File: config.mk
export PLATFORM = sky130hd
export DESIGN_NAME = store_buffer
export DESIGN_NICKNAME = d
export VERILOG_FILES = /design/src/rtl/store_buffer.sv
export SDC_FILE = /design/constraint.sdc
export NUM_CORES = 1
export LEC_CHECK = 0
export ABC_AREA = 1
export ABC_CLOCK_PERIOD_IN_PS = 8900
export BUFFER_PORTS_ARGS = -buffer_cell sky130_fd_sc_hd__buf_2
export CORE_UTILIZATION = 30
export CTS_BUF_LIST = sky130_fd_sc_hd__clkbuf_4
export DETAILED_ROUTE_END_ITERATION = 8
export PLACE_DENSITY = 0.42
export SLEW_MARGIN = 10
export SYNTH_ARGS = -nofsm -noshare
export SYNTH_HDL_FRONTEND = slang
export SYNTH_SLANG_ARGS = --single-unit
File: constraint.sdc
create_clock -name clk -period 8.9 [get_ports clk]
set_clock_uncertainty 0.05 [all_clocks]
set_input_delay 2.67 -clock clk [delete_from_list [all_inputs] [get_ports clk]]
set_output_delay 2.67 -clock clk [all_outputs]
set_load 0.05 [all_outputs]
File: src/rtl/store_buffer.sv
// ---------------------------------------------------------------------------
// store_buffer
//
// Posted-write buffer between the MEM-stage store port and the data memory
// write port. The pipeline hands off a store in one cycle. The buffer drains
// stores to memory in program order, and each write completes when memory
// acknowledges it. Loads to a buffered word receive the youngest buffered
// data, so they never read stale memory.
//
// Ports
//   clk          rising-edge clock
//   reset        asynchronous reset, active low (0 = in reset)
//   memwrite     MEM-stage store request
//   memread      MEM-stage load request
//   dataadr      store/load byte address
//   writedata    store data
//   stall        store rejected this cycle (buffer full)
//   rd_hit       load word matches an occupied entry
//   rd_fwd_data  youngest matching entry data when rd_hit, else 0
//   mem_we       head entry valid and offered to memory
//   mem_adr      head entry address (0 when empty)
//   mem_wd       head entry data (0 when empty)
//   mem_ack      memory accepts the offered write this cycle
//   count        occupied entries
//   empty        count == 0
// ---------------------------------------------------------------------------
module store_buffer #(
    parameter int DEPTH = 4,
    parameter int AW    = 32,
    parameter int DW    = 32
) (
    input  logic                     clk,
    input  logic                     reset,
    input  logic                     memwrite,
    input  logic                     memread,
    input  logic [AW-1:0]            dataadr,
    input  logic [DW-1:0]            writedata,
    output logic                     stall,
    output logic                     rd_hit,
    output logic [DW-1:0]            rd_fwd_data,
    output logic                     mem_we,
    output logic [AW-1:0]            mem_adr,
    output logic [DW-1:0]            mem_wd,
    input  logic                     mem_ack,
    output logic [$clog2(DEPTH):0]   count,
    output logic                     empty
);

    localparam int PW = $clog2(DEPTH);
    localparam int CW = PW + 1;

    logic [AW-1:0] adr_mem  [DEPTH];
    logic [DW-1:0] data_mem [DEPTH];

    logic [PW-1:0] head;
    logic [PW-1:0] tail;
    logic [CW-1:0] count_q;

    logic full;
    logic is_empty;
    logic push;
    logic pop;

    assign full     = (count_q == CW'(DEPTH));
    assign is_empty = (count_q == '0);

    // The full check uses the current count. A pop in the same cycle does
    // not free a slot for this push, so the stall path stays short.
    assign push = memwrite & ~full;
    assign pop  = mem_ack & ~is_empty;

    assign stall = memwrite & full;
    assign count = count_q;
    assign empty = is_empty;

    // ------------------------------------------------------------------
    // Pointers and occupancy
    // ------------------------------------------------------------------
    // NOTE: sequential state is assigned with non-blocking (<=) so that
    // every register samples pre-edge values regardless of statement order.
    always_ff @(posedge clk or negedge reset) begin
        if (!reset) begin
            head    <= '0;
            tail    <= '0;
            count_q <= '0;
        end else begin
            // DEPTH is a power of two, so natural overflow wraps the pointers.
            if (push) tail <= tail + 1'b1;
            if (pop)  head <= head + 1'b1;
            case ({push, pop})
                2'b10:   count_q <= count_q + 1'b1;
                2'b01:   count_q <= count_q - 1'b1;
                default: count_q <= count_q;
            endcase
        end
    end

    // ------------------------------------------------------------------
    // Entry storage
    // ------------------------------------------------------------------
    // NOTE: the entry arrays have no reset. Occupancy comes only from
    // head/count, so stale contents are never observed, and the arrays can
    // map to plain RAM/flops with no reset network.
    always_ff @(posedge clk) begin
        if (push) begin
            adr_mem[tail]  <= dataadr;
            data_mem[tail] <= writedata;
        end
    end

    // ------------------------------------------------------------------
    // Drain port: the head entry is offered whenever the buffer is occupied
    // ------------------------------------------------------------------
    assign mem_we  = ~is_empty;
    assign mem_adr = is_empty ? '0 : adr_mem[head];
    assign mem_wd  = is_empty ? '0 : data_mem[head];

    // ------------------------------------------------------------------
    // Load forwarding
    // ------------------------------------------------------------------
    // Entries are scanned oldest-to-youngest from head. A later match
    // overwrites an earlier one, so the youngest matching store wins.
    // The head entry stays visible in its pop cycle because count_q has
    // not yet decremented.
    logic          scan_hit;
    logic [DW-1:0] scan_data;
    logic [PW-1:0] scan_idx;

    // NOTE: combinational blocks use blocking (=) assignments. Every output
    // gets a default first, so no latch is inferred on any path.
    always_comb begin
        scan_hit  = 1'b0;
        scan_data = '0;
        scan_idx  = '0;
        for (int k = 0; k < DEPTH; k++) begin
            scan_idx = head + PW'(k);
            if ((CW'(k) < count_q) &&
                (adr_mem[scan_idx][AW-1:2] == dataadr[AW-1:2])) begin
                scan_hit  = 1'b1;
                scan_data = data_mem[scan_idx];
            end
        end
    end

    // A simultaneous store owns dataadr this cycle, so the load is ignored.
    // The store being pushed is never forwarded because it is not yet
    // occupied.
    assign rd_hit      = memread & ~memwrite & scan_hit;
    assign rd_fwd_data = rd_hit ? scan_data : '0;

endmodule

==> impl_metrics.py <==
metrics = {
    "placed_design": {
        "hpwl_um": 43500,
        "placed_area_um2": 20200,
        "portBuffers": 171,
        "place_congestion": 0.859,
        "pre_cts_slack_ps": 985,
    },
    "timing": {
        "layout_setup_ws_ps": 786,
        "finalHoldViolCount": 0,
        "tightestPinTransition_ps": 1110,
        "slew_headroom_pct": 26.1,
        "drv_slew": 0,
        "rsz0062_at_grt": "no",
        "period_needed_ps": 8110,
        "fin_crit_sh_pct": 91.2,
        "setup_viol": 0,
        "tns_ps": 0,
        "fmax_ghz": 0.123,
    },
    "setup_path": {
        "crit_path_start": "head[0]",
        "critPathKind": "register to output port",
        "start_kind": "register",
        "r2r_cells": 7,
        "critPathCaptureType": "output port",
        "rr_startpoint": "count[0]",
        "cp.arrival_ps": 5390,
        "crit_fanout": 75,
        "worst-endpoint-required_ps": 6180,
    },
    "logic_synthesis": {
        "synthCells": 2856,
        "syn_area_um2": 18800,
        "syn_avg_cell_area_um2": 6.58,
        "synth-seq-cells": 263,
        "ys_seq_area_share_pct": 41.9,
        "synth_warnings": 0,
        "syn_nets": 2934,
        "ys_types": 30,
    },
    "floorplanning": {
        "fp.coreArea_um2": 61800,
        "rows": 91,
        "initial_core_util_pct": 30.4,
        "io_pins": 172,
        "die-height_um": 252,
        "die_x_um": 252,
        "die_area_um2": 63600,
    },
    "grt": {
        "grt_max_degree": 243,
        "grt-ovfl-total": 0,
        "antenna_found_initial": 9,
        "track_usage_pct": 21.5,
        "grt_pass1_vias": 17900,
        "grt_first_pass_wirelength_um": 104000,
    },
    "final_layout": {
        "nNetsFinal": 3059,
        "multiInputGateArea_um2": 9140,
        "drive_above_1_share_pct": 11.6,
        "syn2layout_area_growth_pct": 13.5,
        "seq_area_um2": 7870,
        "design_area_um2": 21300,
        "n_fill_cell": 6766,
    },
    "clock_network": {
        "hold_buffers": 0,
        "clkTransAtPathRegs_ps": 60,
        "postCtsResizedCells": 0,
        "cts_buffers": 82,
        "postCtsSetupBuffers": 0,
        "cts_tree": "done",
        "insertion_delay_ps": 840,
        "cts-root-buf": "clkbuf_4",
        "cts.sinks": 263,
        "cts_buffer_depth": 3,
        "htree_levels": 3,
    },
    "route": {
        "drc": 0,
        "firstDrtPassIters": 5,
        "ant_nets": 0,
        "dr_total_vias": 18900,
        "avgRoutedWirePerCell_um": 17.7,
        "wirelength_um": 68700,
        "drt_iter0_drc": 1168,
        "vias_per_cell": 4.86,
    },
    "pwr": {
        "power_frac_seq_pct": 22.0,
        "power.share.switching_pct": 57.4,
        "total_power_mw": 8.36,
        "combPwrFrac_pct": 63.1,
        "pwr-share-clk_pct": 14.9,
        "vdd_drop_max_v": 0.000422,
        "power_density_nw_per_um2": 392,
        "power_switching_mw": 4.79,
        "leakagePower_nw": 10.4,
        "internal_power_mw": 3.56,
    },
    "hold_path": {
        "worst_hold_startpoint": "count[1]",
        "hold_class": "register to register",
        "hold_depth": 2,
    },
    "run": {
        "maxCapViolations": 0,
    },
    "status": {
        "status": "finished, final reports clean",
    },
}
==> sequential cells by signal (all words and copies together) (netlist names) <==
| signal | cells |
|---|---|
| count | 3 |
| tail | 2 |
| data_mem | 128 |
| adr_mem | 128 |
| head | 2 |
==> synth_stat cells <==
master | instances | area, µm²
xnor2_1 | 2 | 17.5
o21ai_0 | 271 | 1360
inv_4 | 1 | 6.26
or2_2 | 3 | 18.8
a21boi_0 | 2 | 15.0
dfrtp_1 | 7 | 175
nand3_1 | 325 | 1630
o21ai_1 | 21 | 105
buf_6 | 8 | 90.1
clkbuf_1 | 69 | 259
inv_1 | 287 | 1080
inv_2 | 2 | 7.51
buf_2 | 57 | 285
nor2_2 | 2 | 12.5
nand4_1 | 1 | 6.26
buf_4 | 7 | 52.6
nand2_1 | 1209 | 4540
buf_1 | 15 | 56.3
nand3b_1 | 2 | 15.0
nor2_4 | 2 | 22.5
and3_1 | 1 | 6.26
xor2_1 | 9 | 78.8
a31oi_1 | 2 | 12.5
a21oi_1 | 37 | 185
nor2_1 | 245 | 920
o211ai_1 | 1 | 7.51
a22oi_1 | 2 | 15.0
ha_1 | 9 | 113
nand2_4 | 1 | 11.3
edfxtp_1 | 256 | 7690
==> path summary, 6_finish.rpt <==
check | to | slack [ps]
max | rd_fwd_data[26] | 790
min | count[1] | 510
max reg2reg | data_mem[1][7] | 5560
min reg2reg | count[1] | 510
max in group asynchronous | head[0] | 6990
min in group asynchronous | tail[1] | 1610
==> placed cells by master, fill, tap and decap left out, types with 4 or more instances in the layout <==
master and count:
clkinv_1 10, ha_1 9, diode_2 9, nor2_1 237
nor2_2 5, xor2_1 9, inv_1 287, buf_4 24
nand3_1 325, o21ai_0 271, clkinv_4 4, nand2_1 1207
clkinv_2 4, o21ai_1 21, dfrtp_1 5, a21oi_1 37
clkbuf_4 123, nor2_4 7, buf_2 171, edfxtp_1 256
==> per-layer routing <==
metal  track usage [%]  up-vias  part of all wire, %
met5                 0        -                0.077
met4              7.08        8                  2.5
met3              4.14      143                  6.5
met2              34.2      590                   45
met1              29.2     8715                   46
li1                  -     9433                    -
==> per-stage QoR <==
stage               instances  utilization (%)  hold WS [ps]
finish                   3887             34.5           512
global route             3884             34.5           562
CTS                      3878             34.4           519
detailed placement       3734             32.7           498
global placement         3734             32.7           507
floorplan                2856                -           507
==> power by group through the flow <==
stage	Clock [mW]	Sequential, mW	Combinational (mW)
detailed placement	0	1.87	5.29
floorplan	0	1.78	3.91
global route	1.36	1.87	5.88
finish	1.25	1.84	5.27
global placement	0	1.86	5.29
CTS	1.30	1.84	5.31
==> final cells by class <==
| class | count | area share, % |
|---|---|---|
| sequential | 263 | 36.9 |
| multi-input combinational | 2147 | 42.9 |
| inverter | 290 | 5.14 |
| tap | 837 | 4.91 |
| antenna | 9 | 0.106 |
| clock inverter | 21 | 0.634 |
| timing repair buffer | 197 | 5.05 |
| clock buffer | 123 | 4.33 |
==> critical path: stages, from the launching register on <==
cell     delay (ps)
dfrtp_4         900
inv_6           190
nand2_1         190
nand2_4         510
nand2_1         280
nand2_1          70
nand2_1         220
nand2_1          80
nor2_1          300
nand2_1         140
nor2_1          130
nand2_1          70
nor2_2          160
buf_4           470
a21oi_1          80
nor2_1          110
nor2_1           50
nor2_1          220
buf_2           320
==> cell families after synthesis <==
family	after synthesis	synth area share [%]
AOI/OAI and AO/OA	336	9.03
xor gates and xnor gates	11	0.513
adders and majority gates	9	0.600
buffers and inverters	446	9.77
DFF	263	41.9
and+or+nand+nor	1791	38.2
No activity file was read; power rests on OpenSTA's default activity.
